**src/rtl/ysyx_040066_clint_pkg.sv**
```systemverilog
// Shared constants for the CLINT: register offsets, interrupt cause codes,
// CSR bit positions, interrupt FSM encoding and a byte-merge helper.
package ysyx_040066_clint_pkg;

    localparam logic [15:0] MSIP_OFF     = 16'h0000;
    localparam logic [15:0] MTIMECMP_OFF = 16'h4000;
    localparam logic [15:0] MTIME_OFF    = 16'hBFF8;

    localparam logic [63:0] CAUSE_MSI = 64'h8000_0000_0000_0003;
    localparam logic [63:0] CAUSE_MTI = 64'h8000_0000_0000_0007;

    localparam int MSTATUS_MIE_BIT = 3;
    localparam int MIE_MSIE_BIT    = 3;
    localparam int MIE_MTIE_BIT    = 7;

    typedef enum logic [1:0] {
        IRQ_IDLE  = 2'd0,
        IRQ_REQ   = 2'd1,
        IRQ_ACKED = 2'd2
    } irq_state_t;

    // Replace the bytes of base selected by wmask with the matching bytes of wdata.
    function automatic logic [63:0] merge_bytes(input logic [63:0] base,
                                                input logic [63:0] wdata,
                                                input logic [7:0]  wmask);
        logic [63:0] r;
        r = base;
        for (int i = 0; i < 8; i++) begin
            if (wmask[i]) r[8*i +: 8] = wdata[8*i +: 8];
        end
        return r;
    endfunction

endpackage

```
**src/rtl/ysyx_040066_clint_if.sv**
```systemverilog
// Request/response bus between a core-side master and the CLINT.
// Handshake: a request moves when req_valid && req_ready, a response is consumed
// when resp_valid && resp_ready; a valid holds its payload stable until it moves.
interface ysyx_040066_clint_if;
    logic        req_valid;
    logic        req_ready;
    logic        req_wen;
    logic [15:0] req_addr;
    logic [63:0] req_wdata;
    logic [7:0]  req_wmask;
    logic        resp_valid;
    logic        resp_ready;
    logic [63:0] resp_rdata;
    logic        resp_err;

    modport master (
        output req_valid, req_wen, req_addr, req_wdata, req_wmask, resp_ready,
        input  req_ready, resp_valid, resp_rdata, resp_err
    );

    modport slave (
        input  req_valid, req_wen, req_addr, req_wdata, req_wmask, resp_ready,
        output req_ready, resp_valid, resp_rdata, resp_err
    );
endinterface

```
**src/rtl/ysyx_040066_clint_timer.sv**
```systemverilog
// Prescaled 64-bit mtime counter, mtimecmp register and the unsigned
// compare that produces the raw timer-pending bit.
module ysyx_040066_clint_timer
    import ysyx_040066_clint_pkg::*;
#(
    parameter int unsigned TICK_DIV = 1
) (
    input  logic        clk,
    input  logic        rst,
    input  logic        mtime_wen,
    input  logic        mtimecmp_wen,
    input  logic [63:0] wdata,
    input  logic [7:0]  wmask,
    output logic [63:0] mtime,
    output logic [63:0] mtimecmp,
    output logic        mtip
);

    localparam logic [15:0] PRESC_LAST = 16'(TICK_DIV - 1);

    logic [15:0] presc;
    logic        tick;
    logic [63:0] mtime_inc;

    assign tick      = (presc == PRESC_LAST);
    assign mtime_inc = mtime + {63'd0, tick};

    // A software write to mtime merges over the already-incremented value so a
    // coinciding tick is not lost on unwritten bytes, and restarts the prescaler.
    always_ff @(posedge clk) begin
        if (!rst) begin
            presc    <= '0;
            mtime    <= '0;
            mtimecmp <= '1;
        end else begin
            if (mtime_wen) begin
                presc <= '0;
                mtime <= merge_bytes(mtime_inc, wdata, wmask);
            end else begin
                presc <= tick ? 16'd0 : presc + 16'd1;
                mtime <= mtime_inc;
            end
            if (mtimecmp_wen) mtimecmp <= merge_bytes(mtimecmp, wdata, wmask);
        end
    end

    assign mtip = (mtime >= mtimecmp);

endmodule

```
**src/rtl/ysyx_040066_clint.sv**
```systemverilog
// CLINT top: bus decode with a single outstanding transaction, msip register,
// and the interrupt request FSM that presents irq/irq_no to the core.
module ysyx_040066_clint
    import ysyx_040066_clint_pkg::*;
#(
    parameter int unsigned TICK_DIV = 1
) (
    input  logic                      clk,
    input  logic                      rst,
    ysyx_040066_clint_if.slave        bus,
    input  logic [63:0]               mstatus,
    input  logic [63:0]               mie,
    output logic                      irq,
    output logic [63:0]               irq_no,
    input  logic                      irq_ack,
    output logic                      mtip,
    output logic                      msip,
    output irq_state_t                fsm_state
);

    logic        sel_msip, sel_cmp, sel_mtime, addr_err, accept;
    logic        resp_valid_q, resp_err_q;
    logic [63:0] resp_rdata_q, rd_val;
    logic        msip_q;
    logic [63:0] mtime, mtimecmp;
    logic        en_s, en_t, cause_live;
    irq_state_t  state_q, state_d;
    logic [63:0] irq_no_q, irq_no_d;
    logic        irq_q;
    logic        unused_bits;

    // Offsets are 8-byte aligned, so any misaligned address simply fails to match.
    assign sel_msip  = (bus.req_addr == MSIP_OFF);
    assign sel_cmp   = (bus.req_addr == MTIMECMP_OFF);
    assign sel_mtime = (bus.req_addr == MTIME_OFF);
    assign addr_err  = !(sel_msip || sel_cmp || sel_mtime);
    assign accept    = bus.req_valid && !resp_valid_q;

    always_comb begin
        rd_val = '0;
        if (sel_msip)       rd_val = {63'd0, msip_q};
        else if (sel_cmp)   rd_val = mtimecmp;
        else if (sel_mtime) rd_val = mtime;
    end

    ysyx_040066_clint_timer #(.TICK_DIV(TICK_DIV)) u_timer (
        .clk          (clk),
        .rst          (rst),
        .mtime_wen    (accept && bus.req_wen && sel_mtime),
        .mtimecmp_wen (accept && bus.req_wen && sel_cmp),
        .wdata        (bus.req_wdata),
        .wmask        (bus.req_wmask),
        .mtime        (mtime),
        .mtimecmp     (mtimecmp),
        .mtip         (mtip)
    );

    always_ff @(posedge clk) begin
        if (!rst) begin
            resp_valid_q <= 1'b0;
            resp_rdata_q <= '0;
            resp_err_q   <= 1'b0;
            msip_q       <= 1'b0;
        end else begin
            if (accept) begin
                resp_valid_q <= 1'b1;
                resp_rdata_q <= (bus.req_wen || addr_err) ? 64'd0 : rd_val;
                resp_err_q   <= addr_err;
            end else if (resp_valid_q && bus.resp_ready) begin
                resp_valid_q <= 1'b0;
            end
            if (accept && bus.req_wen && sel_msip && bus.req_wmask[0]) begin
                msip_q <= bus.req_wdata[0];
            end
        end
    end

    assign bus.req_ready  = !resp_valid_q;
    assign bus.resp_valid = resp_valid_q;
    assign bus.resp_rdata = resp_rdata_q;
    assign bus.resp_err   = resp_err_q;
    assign msip           = msip_q;

    assign en_s = mstatus[MSTATUS_MIE_BIT] && mie[MIE_MSIE_BIT] && msip_q;
    assign en_t = mstatus[MSTATUS_MIE_BIT] && mie[MIE_MTIE_BIT] && mtip;
    // A pending request is withdrawn only when the source it advertises goes away.
    assign cause_live = (irq_no_q == CAUSE_MSI) ? en_s : en_t;

    always_comb begin
        state_d  = state_q;
        irq_no_d = irq_no_q;
        case (state_q)
            IRQ_IDLE: begin
                if (en_s || en_t) begin
                    state_d  = IRQ_REQ;
                    irq_no_d = en_s ? CAUSE_MSI : CAUSE_MTI;
                end
            end
            IRQ_REQ: begin
                if (irq_ack)          state_d = IRQ_ACKED;
                else if (!cause_live) state_d = IRQ_IDLE;
            end
            IRQ_ACKED: state_d = IRQ_IDLE;
            default:   state_d = IRQ_IDLE;
        endcase
    end

    always_ff @(posedge clk) begin
        if (!rst) begin
            state_q  <= IRQ_IDLE;
            irq_no_q <= '0;
            irq_q    <= 1'b0;
        end else begin
            state_q  <= state_d;
            irq_no_q <= irq_no_d;
            irq_q    <= (state_d == IRQ_REQ);
        end
    end

    assign irq       = irq_q;
    assign irq_no    = irq_no_q;
    assign fsm_state = state_q;

    assign unused_bits = ^{mstatus[63:4], mstatus[2:0], mie[63:8], mie[6:4], mie[2:0]};

endmodule

```
**src/flat_wrapper.sv**
```systemverilog
// flat-port wrapper written by rule: the top's interface ports become plain ports
module ysyx_040066_clint_flat import ysyx_040066_clint_pkg::*;
#(
    parameter int unsigned TICK_DIV = 1
)
  (clk, rst, mstatus, mie, irq, irq_no, irq_ack, mtip, msip, fsm_state, bus_req_valid, bus_req_wen, bus_req_addr, bus_req_wdata, bus_req_wmask, bus_resp_ready, bus_req_ready, bus_resp_valid, bus_resp_rdata, bus_resp_err);
  ysyx_040066_clint_if bus_i ();
  input  logic clk;
  input  logic rst;
  input  logic [63:0] mstatus;
  input  logic [63:0] mie;
  output logic irq;
  output logic [63:0] irq_no;
  input  logic irq_ack;
  output logic mtip;
  output logic msip;
  output irq_state_t fsm_state;
  input wire logic [$bits(bus_i.req_valid)-1:0] bus_req_valid;
  input wire logic [$bits(bus_i.req_wen)-1:0] bus_req_wen;
  input wire logic [$bits(bus_i.req_addr)-1:0] bus_req_addr;
  input wire logic [$bits(bus_i.req_wdata)-1:0] bus_req_wdata;
  input wire logic [$bits(bus_i.req_wmask)-1:0] bus_req_wmask;
  input wire logic [$bits(bus_i.resp_ready)-1:0] bus_resp_ready;
  output wire logic [$bits(bus_i.req_ready)-1:0] bus_req_ready;
  output wire logic [$bits(bus_i.resp_valid)-1:0] bus_resp_valid;
  output wire logic [$bits(bus_i.resp_rdata)-1:0] bus_resp_rdata;
  output wire logic [$bits(bus_i.resp_err)-1:0] bus_resp_err;
  assign bus_i.req_valid = bus_req_valid;
  assign bus_i.req_wen = bus_req_wen;
  assign bus_i.req_addr = bus_req_addr;
  assign bus_i.req_wdata = bus_req_wdata;
  assign bus_i.req_wmask = bus_req_wmask;
  assign bus_i.resp_ready = bus_resp_ready;
  assign bus_req_ready = bus_i.req_ready;
  assign bus_resp_valid = bus_i.resp_valid;
  assign bus_resp_rdata = bus_i.resp_rdata;
  assign bus_resp_err = bus_i.resp_err;
  ysyx_040066_clint #(.TICK_DIV(TICK_DIV)) u_core (.clk(clk), .rst(rst), .bus(bus_i), .mstatus(mstatus), .mie(mie), .irq(irq), .irq_no(irq_no), .irq_ack(irq_ack), .mtip(mtip), .msip(msip), .fsm_state(fsm_state));
endmodule
```
**config.mk**
```make
export PLATFORM = sky130hd
export DESIGN_NAME = ysyx_040066_clint_flat
export DESIGN_NICKNAME = d
export VERILOG_FILES = /design/src/rtl/ysyx_040066_clint_pkg.sv /design/src/rtl/ysyx_040066_clint_if.sv /design/src/rtl/ysyx_040066_clint_timer.sv /design/src/rtl/ysyx_040066_clint.sv /design/src/flat_wrapper.sv
export SDC_FILE = /design/constraint.sdc
export NUM_CORES = 1
export LEC_CHECK = 0
export ABC_CLOCK_PERIOD_IN_PS = 9300
export BUFFER_PORTS_ARGS = -buffer_cell sky130_fd_sc_hd__buf_2
export CAP_MARGIN = 5
export CORE_UTILIZATION = 45
export DETAILED_ROUTE_END_ITERATION = 8
export GPL_TIMING_DRIVEN = 0
export PLACE_DENSITY = 0.7
export SLEW_MARGIN = 20
export SYNTH_ARGS = -nofsm -noshare
export SYNTH_HDL_FRONTEND = slang
export SYNTH_HIERARCHICAL = 1
export SYNTH_SLANG_ARGS = --single-unit
```
**constraint.sdc**
```tcl
create_clock -name clk -period 9.3 [get_ports clk]
set_input_delay 1.395 -clock clk [delete_from_list [all_inputs] [get_ports clk]]
set_output_delay 1.395 -clock clk [all_outputs]
set_load 0.03 [all_outputs]
```
# After elaboration in Yosys (flattened, before gate mapping)
# Cells that the tools add are included.
[op_classes]
addsub = 2
order_cmp = 1
eq_ne = 5
n_mux = 21
n_bitwise = 1
n_reduce_logical = 31
[op_table]
columns = ["op", "n"]
rows = [
  ["2-to-1 mux 64 bit", 5],
  ["adder 64 x 1 -> 64 bit", 1],
  ["equality test 64 bit (second input constant)", 1],
  ["greater-or-equal comparator 64 bit", 1],
  ["2-to-1 mux 8 bit", 8],
  ["zero test 16 bit", 2],
  ["AND reduction 2 bit", 9],
  ["adder 16 x 1 -> 16 bit (second input constant)", 1],
  ["equality test 16 x 15 -> 1 bit (second input constant)", 1],
  ["equality test 16 bit (second input constant)", 1],
  ["logical AND 1 bit", 11],
  ["2-to-1 mux 2 bit", 3],
  ["equality test 2 x 1 -> 1 bit (second input constant)", 2],
  ["logical OR 1 bit", 4],
  ["case mux 2 bit (2 select lines)", 1],
  ["2-to-1 mux 1 bit", 3],
  ["2-to-1 mux 3 bit", 1],
  ["OR reduction 3 bit", 1],
  ["zero test 1 bit", 2],
  ["zero test 2 bit", 1],
  ["nonzero test 2 bit", 1],
  ["NOT 1 bit", 1],
]
[word_totals]
ff_bits = 278
input_bits = 222
output_inout_bits = 136
elab_cells = 78

# Longest topological paths before layout
# Gate-level depths: netlist of run 1.
[depth]
depth_word = 7
depth_mapped = 14

# Modules after synthesis
# The synthesis of run 1 kept the hierarchy.
[by_module_without_submodules]
columns = ["mod", "n_inst", "cells_per_inst", "area_each_um2", "seq_area_each_um2"]
rows = [
  ["ysyx_040066_clint_timer", 1, 951, 7802.5, 2882.8],
  ["ysyx_040066_clint", 1, 336, 3478.3, 1441.4],
]

# Worst setup path after synthesis of run 1
# Ideal clock, no wire load.
[synth_path]
path_type = "input -> register"
from = "input port bus_req_addr[1]"
to = "register u_core.u_timer.mtime[21]"
setup_time_ns = 0.132
t_arrival_ns = 3.472
t_required_ns = 9.168
setup_slack_ns = 5.696
path_stages = 8
cell_sequence = "or4_4 > or4_4 > nor2_1 > clkbuf_1 > nand2_1 > clkbuf_1 > o21ai_0 > a21oi_1"
[synth_via]
elab_chain_cells = 3
[synth_rtl]
columns = ["element", "line", "text"]
rows = [
  ["start: declaration", "flat_wrapper.sv:20", "input wire logic [$bits(bus_i.req_addr)-1:0] bus_req_addr;"],
  ["equality test 16 bit", "ysyx_040066_clint.sv:35", "assign sel_mtime = (bus.req_addr == MTIME_OFF);"],
  ["logical AND 1 bit", "ysyx_040066_clint.sv:49", ".mtime_wen (accept && bus.req_wen && sel_mtime),"],
  ["2-to-1 mux 64 bit", "ysyx_040066_clint_timer.sv:36", "if (mtime_wen) begin"],
  ["end signal: assignment", "ysyx_040066_clint_timer.sv:38", "mtime <= merge_bytes(mtime_inc, wdata, wmask);"],
  ["end signal: assignment", "ysyx_040066_clint_timer.sv:41", "mtime <= mtime_inc;"],
  ["end: declaration", "ysyx_040066_clint_timer.sv:14", "output logic [63:0] mtime,"],
]
# Every way passes these cells.
# A chain may end at the register's enable or synchronous reset.

# Worst setup path in the final report of run 1
[layout_path]
from = "register u_core.u_timer.mtime[0]"
to = "output port mtip"
[layout_via]
elab_chain_cells = 1
[layout_rtl]
columns = ["element", "line", "text"]
rows = [
  ["greater-or-equal comparator 64 bit", "ysyx_040066_clint_timer.sv:47", "assign mtip = (mtime >= mtimecmp);"],
  ["end: declaration", "flat_wrapper.sv:15", "output logic mtip;"],
]
# Every way passes these cells.

==> metrics.yaml, run 1 <==
route:
  via_count: 10100
  postRouteWirelength_um: 31400
  firstDrtPassIters: 5
  viasPerCell: 5.34
  drc: 0
  drt_iter0_markers: 716
  drtAntennaViolNets: 0
  wire_per_inst_um: 16.6
place:
  port_buffers: 172
  dp.final_hpwl_um: 23400
  place_congestion: 0.948
sta:
  setup_viol: 0
  hold_violations: 0
  hold_slack_ps: 456
  fin_crit_sh_pct: 51.9
  rsz0062_at_grt: "false"
  finalSetupTns_ps: 0
  worstMarginPinSlew_ps: 1010
  fin_skew_ps: 22.8
  slew_viol_final: 0
  fmax_mhz: 207
  slew_headroom_pct: 31.9
  timing.final.crit_period_ps: 4830
yosys:
  synth_compound_area_share_pct: 19.2
  synthMuxAreaShare_pct: 0
  synth.largest_area_cell: "dfxtp_1"
  yosysWarnings: 6
  ys_ff_latch: 216
  syn_area_per_cell_um2: 8.77
  synth_fa_ha_area_share_pct: 7.65
  syn_inst: 1287
  synth_top_area_share_pct: 38.3
  synth_top_family_by_area: "simple AND/OR/NAND/NOR gates"
  synth_area_um2: 11300
  yosysSeqAreaShare_pct: 38.3
  synth_cell_types: 54
  synth_xor_area_share_pct: 5.51
  synthTopCellsByArea: "dfxtp_1, ha_1, a221o_2"
  yosys.area_share.simple_pct: 19.6
clock_tree:
  htree_levels: 1
  hold_buffers: 0
  path_clk_slew_ps: 60
  cts_setup_buffers: 0
  cts_buffers: 25
  insertion_delay_ps: 520
  clock_sinks: 216
  cts_root_buffer: "clkbuf_16"
  ctsResizeCount: 0
  clock_path_buffers: 3
  cts_tree: "done"
power_and_ir_drop:
  power.total_uw: 1960
  p_per_area_nw_per_um2: 144
  ir_drop_v: 0.000121
  p_leak_uw: 0.00626
critical_path:
  r2r_cells: 13
  cp_top_family: "compound AO/OA/AOI/OAI gates"
  path_cells: "inv_1 > ha_1 > nand2b_1 > a2111oi_0 > nor4b_1 > or3_1 > a211oi_1 > o31ai_1 > buf_2"
  critPathMaxStageDelay_ps: 630
  start_kind: "register"
  crit_buf_inv: 2
  timing.rr.end: "u_core/u_timer/mtime[58]"
  required_ps: 7910
  r2r_slack_ps: 5620
  path_max_fanout: 4
  cp.depth: 9
  cp-end-kind: "output pin"
  path_class: "reg2out"
  crit_slowest_cell: "a2111oi_0"
  worstPathArrival_ps: 3440
  reg2reg_from: "u_core/u_timer/presc[0]"
grt:
  antenna_found_initial: 2
  grt_max_degree: 13
  grt_pass1_vias: 9601
  grt.total_usage_pct: 24.2
  grt_overflow: 0
  grt_pass1_wl_um: 50100
floorplanning:
  die_x_um: 160
  start_util_pct: 46.1
  die-area_um2: 25700
  core_area_um2: 24500
  io_pins: 358
  std_cell_rows: 57
  die_h_um: 160
worst_hold_path:
  min_path_cells: 2
  holdCritStartpoint: "u_core/bus.resp_rdata[0]"
  hold_class: "reg2reg"
  hold_path_end: "u_core/bus.resp_rdata[0]"
layout:
  regArea_um2: 4320
  multiInputGateArea_um2: 6100
  fill_cells: 2297
  drive_above_1_share_pct: 23.0
  area_delta_synth_final_pct: 20.1
  nets: 1838
flow_run:
  maxCapViolCount: 0
status:
  status: "finished, final reports clean"
[metal layers]
layer  GRT usage (%)  part of all wire, %
met5               0                0.035
met4            7.97                  2.9
met3            3.67                  6.2
met2            39.5                   46
met1            32.7                   45
[layout by cell type (no fill, tap or decap), types with 6 or more instances in the layout]
| cell type | netlist | routed |
|---|---|---|
| dfxtp_1 | 216 | 216 |
| nor3_1 | 23 | 21 |
| o211ai_1 | 65 | 65 |
| clkbuf_1 | 50 | 62 |
| xor2_1 | 31 | 31 |
| ha_1 | 69 | 69 |
| nand3_1 | 35 | 35 |
| buf_2 | 9 | 181 |
| buf_6 | 7 | 8 |
| conb_1 | 1 | 60 |
| clkbuf_16 | 0 | 25 |
| and2_1 | 56 | 56 |
| and2_0 | 16 | 16 |
| or3_1 | 8 | 8 |
| nor2_1 | 69 | 69 |
| nor4_1 | 13 | 13 |
| a211oi_1 | 30 | 30 |
| xnor2_1 | 40 | 40 |
| o21ai_0 | 50 | 50 |
| nand4_1 | 30 | 30 |
| and3_1 | 13 | 13 |
| inv_1 | 84 | 84 |
| nor2b_1 | 8 | 8 |
| nand2_1 | 124 | 124 |
| and4_1 | 6 | 6 |
| a21oi_1 | 64 | 64 |
| buf_4 | 62 | 63 |
| a221o_2 | 60 | 60 |
[tightest hold or removal path: cells and delay by family, from the launching register on]
family,cells,cell delay (ps)
and+or+nand+nor,1,50
DFF,1,310
AOI/OAI and AO/OA,1,50
[metrics by stage]
| step | std cells | utilization (%) | instance area, um2 | worst slack [ps] |
|---|---|---|---|---|
| 2_1_floorplan | 1346 | - | 11500 | 5700 |
| 3_3_place_gp | 1842 | 52.2 | 12800 | 4100 |
| 3_5_place_dp | 1844 | 52.3 | 12800 | 4600 |
| 4_1_cts | 1888 | 55.4 | 13500 | 4430 |
| 5_1_grt | 1889 | 55.4 | 13500 | 4230 |
| 6_report | 1890 | 55.4 | 13500 | 4470 |
[synthesized netlist by cell type (all sizes together)]
library cell / number
inv: 84
dfxtp: 216
nor4b: 2
nand2: 124
nor3b: 2
a221o: 64
a211oi: 30
a221oi: 3
nand3: 35
nor4: 14
and3: 14
nor2: 70
buf: 78
a21oi: 64
a31oi: 2
o22ai: 1
nor2b: 8
or4: 6
a21o: 1
clkbuf: 50
and2: 72
nor3: 25
o21a: 2
nand4: 32
or3: 9
o211a: 1
a311oi: 3
o22a: 1
nand2b: 3
nand3b: 1
a2111oi: 1
a31o: 1
o211ai: 65
xnor2: 40
a21boi: 1
o31ai: 4
o21ai: 50
and4: 7
conb: 1
ha: 69
xor2: 31
[area by class of cell]
class	count	area share (%)
Antenna cell	2	0.0369
Buffer	128	5.74
Clock buffer	41	5.36
Clock inverter	3	0.139
Inverter	84	2.33
Multi-Input combinational cell	918	45.0
Sequential cell	216	31.9
Tap cell	324	2.99
Timing Repair Buffer	174	6.49
[how the worst max path moves through the flow]
stage | startpoint | endpoint | slack [ps]
2_1_floorplan | bus_req_addr[1] | u_core/u_timer/mtime[21] | 5700
3_3_place_gp | bus_req_addr[10] | u_core/u_timer/mtimecmp[57] | 4100
3_5_place_dp | bus_req_addr[1] | u_core/u_timer/mtime[61] | 4600
4_1_cts | u_core/u_timer/mtime[0] | mtip | 4430
5_1_grt | u_core/u_timer/mtime[0] | mtip | 4230
6_report | u_core/u_timer/mtime[0] | mtip | 4470
[registers in the layout, summed over array words and instances, names as in the netlist]
name	cells
u_core/irq	1
u_core/bus.resp_rdata	64
u_core/u_timer/mtimecmp	64
u_core/msip	1
u_core/fsm_state	2
u_core/u_timer/mtime	64
u_core/irq_no	2
u_core/u_timer/presc	16
u_core/bus.resp_err	1
u_core/bus.resp_valid	1
[cell families after synthesis]
kind of cell	Yosys count
and+or+nand+nor	424
adders and majority gates	69
DFF	216
AOI/OAI and AO/OA	294
xor gates and xnor gates	71
buffers and inverters	212
other	1
[power breakdown]
part           internal [uW]  switching, uW  total, uW
registers                927           2.39        930
logic                   41.2           80.2        121
clock network            529            377        905
Power figures use the tool's default switching activity.
==> run 2, diff against run 1 <==
ABC_AREA = 1   (was unset)
ABC_CLOCK_PERIOD_IN_PS = 4600   (was 9300)
PLACE_DENSITY = 0.68   (was 0.7)
clock period = 4.6 ns   (was 9.3 ns; I/O delays follow)
==> run 2 against run 1 <==
  * First-iteration DRC count rose by 65%
  * Register-to-register slack got worse by 4000 ps
  * Total power rose by 120%
  * Wire length rose by 47%
  * Count of clock-buffer cells in the layout fell by 2
  * Clock power rose by 130%
  * Synthesized cell count rose by 63%
  * Global-route usage rose by 4.9 points
  * Via count rose by 42%
  * Core utilization fell by 1.3 points
  * Critical path depth did not move
  * Die area rose by 21%
  * Largest cell class unchanged
==> metrics.yaml, run 2 <==
status:
  status: "finished, final reports clean"
power_and_ir_drop:
  p_sw_share_pct: 24.4
  ir_drop_v: 0.000231
  p_leak_uw: 0.00827
  p_clk_share_pct: 48.9
  p_switching_uw: 1050
  p_per_area_nw_per_um2: 266
  combPwrFrac_pct: 7.3
  share_seq_of_total_power_pct: 43.8
  p_int_uw: 3240
layout:
  antenna_cells: 0
  multiInputGateArea_um2: 7650
  area_delta_synth_final_pct: 17.9
  fill_cells: 3078
  drive_above_1_share_pct: 14.5
  regArea_um2: 4320
  nets: 2648
  final_common_cell: "nand2_1"
  layout_common_cells: "nand2_1, nor2_1, inv_1, dfxtp_1, nand3_1"
yosys:
  yosysWarnings: 6
  synth.largest_area_cell: "dfxtp_1"
  yosysSeqAreaShare_pct: 31.6
  syn_inst: 2098
  ys.flop_type: "dfxtp_1"
  synth_most_common_cell: "nand2_1"
  syn_area_per_cell_um2: 6.52
  synth_edf_count: 0
  synth_area_um2: 13700
  ys_async_sr_fraction_pct: 0
  synth_common_cells: "nand2_1, nor2_1, inv_1"
  synth_cell_types: 38
  ys_ff_latch: 216
  synth_top_area_share_pct: 31.6
  synthTopCellsByArea: "dfxtp_1, nand2_1, nand3_1"
sta:
  rsz0062_at_grt: "false"
  timing.final.crit_period_ps: 3520
  setup_viol: 0
  worstMarginPinSlew_ps: 968
  fin_crit_sh_pct: 76.4
  hold_violations: 0
  fmax_mhz: 284
  worst_slack_ps: 1080
  slew_viol_final: 0
  slew_headroom_pct: 35.5
  fin_skew_ps: 12.7
  finalSetupTns_ps: 0
floorplanning:
  core_area_um2: 29800
  std_cell_rows: 63
  start_util_pct: 45.9
  die_x_um: 176
  die-area_um2: 31100
  die_h_um: 176
  io_pins: 358
grt:
  antenna_found_initial: 0
  grt_pass1_wl_um: 70600
  use_met1_pct: 40.4
  busiest_layer: "met2"
  grt_overflow: 0
  grt_max_degree: 13
  grt_pass1_vias: 12900
  gr-usage-met2_pct: 48.4
  grt.total_usage_pct: 29.1
  met3_usage_pct: 3.49
critical_path:
  cp-end-kind: "output pin"
  path_class: "reg2out"
  critPathLaunch: "u_core/u_timer/mtimecmp[63]"
  start_kind: "register"
  reg2reg_from: "u_core/u_timer/presc[0]"
  path_max_fanout: 3
  required_ps: 3910
  worstPathArrival_ps: 2830
place:
  port_buffers: 172
  dp.final_hpwl_um: 36100
  place_congestion: 0.940
  post-place-ws_ps: 1420
flow_run:
  maxCapViolCount: 0
clock_tree:
  clock_sinks: 216
  path_clk_slew_ps: 60
  hold_buffers: 0
  cts_setup_buffers: 0
  insertion_delay_ps: 530
  cts_tree: "done"
  ctsResizeCount: 0
  cts_root_buffer: "clkbuf_16"
  cts_buffers: 26
  clock_path_buffers: 3
  htree_levels: 1
route:
  wire_per_inst_um: 16.7
  via_count: 14300
  drt_iter0_markers: 1179
  drc: 0
  drtAntennaViolNets: 0
  firstDrtPassIters: 5
  viasPerCell: 5.18
  postRouteWirelength_um: 46200
worst_hold_path:
  hold_class: "in2reg"
  holdCritStartpoint: "bus_req_wdata[2]"
==> run 2: cell count changes in the layout (fill, tap and decap cells not counted), moves of 25 or more <==
cell,delta
a211oi_1,-30
a21oi_1,+57
a221o_2,-60
and2_1,-52
inv_1,+169
nand2_1,+391
nand3_1,+174
nand4_1,+62
nor2_1,+187
xnor2_1,-25
==> run 2: kinds of logic (layout without fill, tap and decap cells) <==
family / count (synthesis) / after routing / synth area share (%)
and+or+nand+nor: 1125 / 1125 / 35.6
buffers and inverters: 411 / 630 / 14.1
AOI/OAI and AO/OA: 242 / 242 / 10.2
DFF: 216 / 216 / 31.6
adders and majority gates: 69 / 69 / 6.31
xor gates and xnor gates: 34 / 34 / 2.18
other: 1 / 60 / 0.0274
==> run 2: final cells by class <==
cell class | instances | share of cell area, %
Multi-Input combinational cell | 1530 | 47.4
Sequential cell | 216 | 26.8
Inverter | 257 | 5.98
Buffer | 154 | 5.95
Timing Repair Buffer | 172 | 5.34
Clock buffer | 39 | 4.84
Tap cell | 390 | 3.03
Clock inverter | 8 | 0.598
==> run 2: worst paths after layout <==
path	to	cells past startpoint	slack, ps
hold / removal	u_core/u_timer/mtimecmp[2]	3	410
setup reg to reg	u_core/u_timer/mtime[50]	17	1590
hold reg to reg	u_core/bus.resp_rdata[27]	2	460
setup / recovery	mtip	9	1080
==> run 2: critical path: stages (launching register included) <==
cell and delay (ps):
dfxtp_1 460, inv_1 80, ha_1 320, nand4_1 140, nor3_1 400, nand4_1 300, nor2_1 160, nand2_1 60
nand2_1 150, buf_2 230
==> run 2: routing by layer <==
layer	routed length [um]	share of wire, %	vias to the layer above
met5	0	0	-
met4	679	1.5	0
met3	3540	7.7	51
met2	21000	45	510
met1	21000	45	6548
li1	-	-	7223
==> run 2: through the flow <==
step	instances	util, %	total power, uW	hold WS (ps)	cell area, um2
floorplan	2157	-	2110	430	13900
finish	2766	54.1	4290	410	16100
global placement	2719	51.2	2230	443	15200
detailed placement	2719	51.2	2230	454	15200
CTS	2766	54.1	4330	390	16100
global route	2766	54.1	4440	398	16100
==> run 2: power by group through the flow <==
stage	Clock, uW	Sequential (uW)	Combinational, uW
floorplan	0	1920	190
global placement	0	1920	307
detailed placement	0	1920	308
CTS	2140	1880	309
global route	2220	1880	335
finish	2100	1880	314
